--- config.mk ---
export PLATFORM = sky130hd
export DESIGN_NAME = cpack_word_decoder
export DESIGN_NICKNAME = d
export VERILOG_FILES = /design/src/rtl/cpack_word_decoder.sv
export SDC_FILE = /design/constraint.sdc
export NUM_CORES = 1
export LEC_CHECK = 0
export CAP_MARGIN = 0
export CORE_UTILIZATION = 53
export CTS_BUF_LIST = sky130_fd_sc_hd__clkbuf_4 sky130_fd_sc_hd__clkbuf_8
export DETAILED_ROUTE_END_ITERATION = 12
export PLACE_DENSITY = 0.68
export SYNTH_ARGS = -nofsm -noshare
export SYNTH_HDL_FRONTEND = slang
export SYNTH_SLANG_ARGS = --single-unit
--- constraint.sdc ---
create_clock -name i_clk -period 12 [get_ports i_clk]
set_input_delay 2.4 -clock i_clk [delete_from_list [all_inputs] [get_ports i_clk]]
set_output_delay 2.4 -clock i_clk [all_outputs]
set_load 0.01 [all_outputs]
--- src/rtl/cpack_word_decoder.sv ---
// C-Pack word decoder: rebuilds 32-bit words from pre-parsed codes and a FIFO
// dictionary that is kept in lockstep with the compressor's dictionary.
module cpack_word_decoder #(
    parameter int DICT_DEPTH = 16,
    parameter int IDX_W      = 4
) (
    input  logic             i_clk,
    input  logic             i_reset,
    input  logic             i_flush,
    input  logic             i_valid,
    output logic             o_ready,
    input  logic [2:0]       i_type,
    input  logic [IDX_W-1:0] i_index,
    input  logic [31:0]      i_payload,
    output logic             o_valid,
    input  logic             i_ready,
    output logic [31:0]      o_word,
    output logic             o_err
);
    localparam logic [IDX_W:0] CNT_FULL = (IDX_W + 1)'(DICT_DEPTH);

    logic [31:0]      r_dict [DICT_DEPTH];
    logic [IDX_W-1:0] r_wr_ptr;
    logic [IDX_W:0]   r_count;
    logic             r_valid;
    logic [31:0]      r_word;
    logic             r_err;

    logic             w_accept;
    logic             w_hit;
    logic [31:0]      w_entry;
    logic [31:0]      w_decoded;
    logic             w_uses_dict;
    logic             w_push_type;
    logic             w_illegal;
    logic             w_err;
    logic             w_push;

    assign o_ready  = ~r_valid | i_ready;
    assign o_valid  = r_valid;
    assign o_word   = r_word;
    assign o_err    = r_err;

    assign w_accept = i_valid & o_ready;
    // Index validity uses the count before this beat's own push.
    assign w_hit    = {1'b0, i_index} < r_count;
    assign w_entry  = w_hit ? r_dict[i_index] : '0;

    always_comb begin
        w_decoded   = '0;
        w_uses_dict = 1'b0;
        w_push_type = 1'b0;
        w_illegal   = 1'b0;
        case (i_type)
            3'd0: w_decoded = '0;
            3'd1: begin
                w_decoded   = i_payload;
                w_push_type = 1'b1;
            end
            3'd2: begin
                w_decoded   = w_entry;
                w_uses_dict = 1'b1;
            end
            3'd3: begin
                w_decoded   = {w_entry[31:16], i_payload[15:0]};
                w_uses_dict = 1'b1;
                w_push_type = 1'b1;
            end
            3'd4: w_decoded = {24'h0, i_payload[7:0]};
            3'd5: begin
                w_decoded   = {w_entry[31:8], i_payload[7:0]};
                w_uses_dict = 1'b1;
                w_push_type = 1'b1;
            end
            default: w_illegal = 1'b1;
        endcase
    end

    assign w_err  = w_illegal | (w_uses_dict & ~w_hit);
    // Flush discards the push of a coincident beat but still lets it decode.
    assign w_push = w_accept & w_push_type & ~i_flush;

    always_ff @(posedge i_clk) begin
        if (i_reset) begin
            r_valid  <= 1'b0;
            r_word   <= '0;
            r_err    <= 1'b0;
            r_wr_ptr <= '0;
            r_count  <= '0;
        end else begin
            if (w_accept) begin
                r_valid <= 1'b1;
                r_word  <= w_decoded;
            end else if (i_ready) begin
                r_valid <= 1'b0;
            end

            if (i_flush) begin
                r_err    <= 1'b0;
                r_wr_ptr <= '0;
                r_count  <= '0;
            end else begin
                if (w_accept & w_err) begin
                    r_err <= 1'b1;
                end
                if (w_push) begin
                    r_wr_ptr <= r_wr_ptr + 1'b1;
                    if (r_count != CNT_FULL) begin
                        r_count <= r_count + 1'b1;
                    end
                end
            end
        end
    end

    // Entry contents survive flush and reset; count alone governs visibility.
    always_ff @(posedge i_clk) begin
        if (w_push & ~i_reset) begin
            r_dict[r_wr_ptr] <= w_decoded;
        end
    end
endmodule

==> out/metrics.yaml <==
route:
  antenna_left: 0
  wl_mm: 51.2
  via_per_inst: 6.10
  routed-via-count: 11500
  wl_per_cell_um: 27.1
  drc: 4
  initialDrtViolationCount: 892
  first_pass_iters: 9
global_route:
  gr-total-overflow: 0
  grt_pass1_vias: 12000
  gr-usage-all-layers_pct: 24.9
  grt_max_degree: 70
  antenna_found_initial: 0
  grt_pass1_wl_mm: 74.6
min_path:
  hold_class: "reg2reg"
  hold_depth: 2
cts:
  clkLatencyLatePin_ns: 0.63
  clkSlewWorstSetupHoldPaths_ns: 0.06
  cts_tree: "done"
  postCtsResizedCells: 0
  ctsHoldBuffers: 0
  cts_buffer_depth: 3
  cts_buffers: 87
  clock-sinks: 555
  clockRootBuffer: "clkbuf_8"
  h-tree-depth: 3
  post_cts_buffers: 0
pwr:
  p_per_area_nw_per_um2: 157
  finalPower_mw: 3.98
  ir_drop_v: 0.0000715
  p_leak_nw: 8.49
placed_design:
  dp_slack_ns: 5.42
  hpwl_mm: 26.2
  placed_cells: 1732
  placedInstanceArea_um2: 23500
  io_buffer_count: 78
  globalplace.congestion: 0.773
logic_synthesis:
  synth_edf_count: 512
  ys_ff_latch: 555
  synth_area_um2: 22100
  synthCells: 1151
  syn_area_per_cell_um2: 19.2
  yosysSeqAreaShare_pct: 73.4
  ys.warnings.count: 0
  synth-main-ff-cell: "edfxtp_1"
  synth_cell_types: 50
  async_flop_share_pct: 0
  syn-num-nets: 1206
job:
  maxCapViolCount: 0
worst_setup_path:
  r2r_slack_ns: 9.11
  crit_chain: "clkdlybuf4s50_1, nand2b_1, clkdlybuf4s50_1"
  reg2reg_depth: 7
  critPathLaunchType: "primary input"
  r2r-end: "r_dict[6][5]"
  worstSetupEndpointType: "primary output"
  required_ns: 9.60
  startpoint: "i_ready"
  worst-path-stages: 3
  r2r_start: "r_count[2]"
  cp_max_fo: 6
  cp_slowest_cell: "clkdlybuf4s50_1"
  cp-endpoint: "o_ready"
  cp_top_family: "buffers and inverters"
  arrival_ns: 3.63
  crit_buf_inv: 2
  critPathMaxStageDelay_ns: 0.57
  crit_type: "in2out"
  cp_common_cell: "clkdlybuf4s50_1"
sta:
  rsz0062_at_grt: "false"
  tns_ns: 0
  fmax_ghz: 0.166
  finalHoldViolations: 0
  skew_ns: 0.0309
  tightest_slew_ns: 1.02
  relSlewSlack_pct: 31.7
  setup_viol: 0
  slew_violations: 0
  fin_ws_ns: 5.97
  finalCritPeriodShare_pct: 50.3
  period_minus_slack_ns: 6.03
floorplan:
  core_region_area_um2: 41000
  die_w_um: 206
  rows: 74
  pin_count: 79
  chipHeight_um: 206
  dieArea_um2: 42500
  start_util_pct: 53.9
final_layout:
  stdcell_count: 1891
  final_cell_area_um2: 25400
  areaGrowthSynthToFinish_pct: 14.7
  layout-drive-gt1-share_pct: 25.6
  antenna_cells: 0
  fin_nets: 1344
status:
  failed_checks: "DRC"
  status: "finished, violations left"
worst reg2reg max path, cell delays in order, from the launching register on:
cell and delay (ns):
dfxtp_1 0.37, inv_1 0.09, ha_1 0.30, nand2_1 0.07, o21a_1 0.18, o211ai_1 0.75
o21ai_0 0.55, buf_4 0.32
cell usage after synthesis, drive strengths merged, types with 6 or more instances:
cell type  number  area share (%)
a221oi         14            0.55
nor2           66             1.1
dfxtp          43             3.9
clkbuf         25            0.42
ha             11            0.62
edfxtp        512              70
a21oi          18            0.41
mux2i          83             3.8
nand2          44            0.75
nand3          11            0.25
o21a           16            0.54
nor3b          10            0.36
mux2           22             1.1
o22ai           8            0.23
o21ai          25            0.57
nand2b          6            0.17
mux4          112              11
inv            10            0.17
buf            39             1.4
a31o            8            0.32
nor4            8            0.23
a22o           23            0.91
layout by cell type, fill, tap and decap left out, drive strengths merged, types with 22 or more instances in the layout:
cell type	Yosys	routed
a22o	23	23
buf	39	40
clkbuf	25	137
clkdlybuf4s50	0	73
dfxtp	43	43
edfxtp	512	512
mux2	22	22
mux2i	83	83
mux4	112	112
nand2	44	44
nor2	66	66
o21ai	25	25
registers in the layout, summed over array words and instances (netlist names):
name	cells
r_dict	512
o_word	32
r_count	5
r_wr_ptr	4
o_err	1
o_valid	1
layout make-up:
type	count	area (µm²)
inverter	10	37.5
clock buffer	137	1700
clock inverter	22	135
sequential	555	16200
tap	532	666
timing repair buffer	113	1030
fill	2991	15600
multi-input combinational	522	5570
per-stage QoR:
stage / hold WS [ns] / utilization (%)
6_report: 0.498 / 61.9
5_1_grt: 0.526 / 61.9
4_1_cts: 0.501 / 61.9
3_5_place_dp: 0.493 / 57.4
3_3_place_gp: 0.492 / 57.4
2_1_floorplan: 0.510 / -
worst min-delay path by stage:
stage                    start          to  slack [ns]
finish               o_word[5]   o_word[5]        0.50
global route         o_word[3]   o_word[3]        0.53
CTS                  o_word[5]   o_word[5]        0.50
detailed placement   o_word[5]   o_word[5]        0.49
global placement     o_word[2]   o_word[2]        0.49
floorplan           r_count[1]  r_count[1]        0.51
cells by family after synthesis:
family / synth area share, %
xor+xnor: 0.238
fa+ha+maj: 0.622
buf+inv: 1.96
simple gates: 3.33
compound gates: 4.13
mux: 16.3
flops: 73.4
metal layers:
| layer | GRT usage [%] | vias to the layer above | wire [µm] |
|---|---|---|---|
| li1 | - | 4966 | - |
| met1 | 32.6 | 6000 | 20100 |
| met2 | 41.5 | 471 | 25800 |
| met3 | 4.87 | 96 | 3900 |
| met4 | 9.35 | 0 | 1340 |
| met5 | 0 | - | 0 |
report_power, final:
| group | switching (mW) | internal [mW] | total [mW] |
|---|---|---|---|
| sequential | 0.00500 | 2.12 | 2.13 |
| combinational | 0.126 | 0.0960 | 0.222 |
| clock | 0.715 | 0.920 | 1.64 |
(Power assumes the default switching activity.)
==> edit, RTL diff (same flow settings) <==
Make the reset (`i_reset`) asynchronous in one clocked block.
--- a/src/rtl/cpack_word_decoder.sv
+++ b/src/rtl/cpack_word_decoder.sv
@@ -80,7 +80,7 @@
     // Flush discards the push of a coincident beat but still lets it decode.
     assign w_push = w_accept & w_push_type & ~i_flush;
 
-    always_ff @(posedge i_clk) begin
+    always_ff @(posedge i_clk or posedge i_reset) begin
         if (i_reset) begin
             r_valid  <= 1'b0;
             r_word   <= '0;
Formal check against the unedited RTL: differs if i_reset is asserted again (counterexample within 4 cycles, from zero or initial values and one cycle with i_reset high); with i_reset held inactive, the same outputs for 4 cycles.
==> edit against the unedited design <==
  * Hold slack worse by 0.013 ns
  * Critical path depth unchanged
  * Sequential share of layout area up 1.5 points
  * Synthesized area down 2.5%
  * Sequential cell count unchanged
  * Combinational power up 4%
  * Power up 0.58%
  * Routed wire length down 5.1%
  * Clock skew down 0.0014 ns
  * Fmax up 0.15%
  * Worst setup slack better by 0.0091 ns
  * Design area down 1.0%
==> edit: results (changes against the unedited design) <==
Status: finished, final reports clean (was finished, violations left)
Clock slew at reported path FFs: 0.06 ns (about the same)
CTS root buf: clkbuf_8 (unchanged)
Mapped Nets: 1120 (was 1206)
Vias in the first global route: 11320 (was 11972)
Dpl ws: 5.78 ns (was 5.42 ns)
Vias/cell: 6.09 (was 6.10)
Relative slew slack: 20.7% (was 31.7%)
Leakage power: 8.39 nW (was 8.49 nW)
Max FO, Critical Path: 5 (was 6)
Layout cells sized above 1: 28.0% (was 25.6%)
Antenna violations before repair: 1 (was 0)
Drt first pass iters: 5 (was 9)
Synth top cells by count: edfxtp_1 (512), mux4_2 (128), nand2_1 (75), a22o_1 (64), nor2_1 (53) (was edfxtp_1 (512), mux4_2 (111), mux2i_1 (83), nor2_1 (66), nand2_1 (44))
Largest cells by area after synthesis: edfxtp_1 (71%), mux4_2 (13%), dfrtp_1 (5.0%) (was edfxtp_1 (70%), mux4_2 (11%), dfxtp_1 (3.9%))
Max IR drop VDD: 0.0888 mV (was 0.0715 mV)
Fill cells: 2720 (was 2991)
Hpwl dp: 25.5 mm (was 26.2 mm)
Largest net degree at the start of global routing: 67 (was 70)
DR iter-0 viols: 952 (was 892)
NumNets Final: 1280 (was 1344)
Total Routing Usage GR: 24.2% (was 24.9%)
Clock skew: 0.0295 ns (was 0.0309 ns)
Drt wl/cell: 26.6 um (was 27.1 um)
Seq/Total Area, Yosys: 76.3% (was 73.4%)
TritonCTS Buffers: 86 (was 87)
Routability cong.: 0.730 (was 0.773)
CP arrival: 3.62 ns (was 3.63 ns)
Async SR Flop Fraction: 7.75% (was 0%)
First-pass GRT wire length: 71.8 mm (was 74.6 mm)
H-tree depth: 3 (unchanged)
edit: changes by cell type after synthesis, sizes merged, moves of 13 or more:
cell / unedited run / this run
nand2: 44 / 75
dfrtp: 0 / 43
dfxtp: 43 / 0
o221ai: 0 / 32
mux2: 22 / 0
a21oi: 18 / 4
mux2i: 83 / 1
mux4: 112 / 128
nor2: 66 / 53
a221oi: 14 / 0
o21a: 16 / 1
a22o: 23 / 64
edit: worst paths after layout:
kind / from / endpoint / slack, ns / cells past startpoint
max in group asynchronous: i_reset / o_word[15] / 9.01 / 3
min reg2reg: o_word[23] / o_word[23] / 0.48 / 2
max: i_ready / o_ready / 5.98 / 3
min in group asynchronous: i_reset / o_word[3] / 2.12 / 2
min: o_word[23] / o_word[23] / 0.48 / 2
max reg2reg: o_valid / r_dict[2][14] / 8.22 / 7
edit: cell families after synthesis:
| logic type | after synthesis | synth area share, % |
|---|---|---|
| adder cells (fa/ha/maj) | 9 | 0.522 |
| multiplexers | 129 | 13.4 |
| AND/OR/NAND/NOR | 155 | 3.01 |
| AO/OA/AOI/OAI | 143 | 5.10 |
| XOR/XNOR | 7 | 0.284 |
| buffers and inverters | 69 | 1.39 |
| flip-flops | 555 | 76.3 |
edit: cell type report:
class | count | area (um2) | share of cell area, %
clock buffers | 145 | 1730 | 6.88
clock inverters | 15 | 103 | 0.409
inverters | 9 | 33.8 | 0.135
multi-input cells | 443 | 4950 | 19.7
flip-flops and latches | 555 | 16500 | 65.5
well taps | 525 | 657 | 2.62
repair buffers | 132 | 1190 | 4.73
edit: per-stage QoR:
step | area (um2) | std cells | hold slack [ns]
2_1_floorplan | 21600 | 1067 | 0.524
3_5_place_dp | 23300 | 1664 | 0.473
5_1_grt | 25100 | 1824 | 0.506
6_report | 25100 | 1824 | 0.485
3_3_place_gp | 23300 | 1664 | 0.469
4_1_cts | 25100 | 1824 | 0.490
edit: per-layer routing:
layer  track usage [%]  up-vias  part of all wire, %
met3              4.43       87                  7.6
met2              39.1      471                   49
li1                  -     4758                    -
met4              7.52        0                  2.1
met5                 0        -                    0
met1              33.8     5801                   41
edit: critical path, delay by kind of cell:
family | cells | cell delay [ns]
buffers and inverters | 2 | 1.02
AND/OR/NAND/NOR | 1 | 0.20
edit: report_power, final:
| part | leakage, nW | switching [mW] | internal [mW] |
|---|---|---|---|
| clock network | 0.984 | 0.708 | 0.927 |
| logic | 2.13 | 0.126 | 0.103 |
| registers | 5.28 | 0.0101 | 2.13 |
| total | 8.39 | 0.845 | 3.16 |
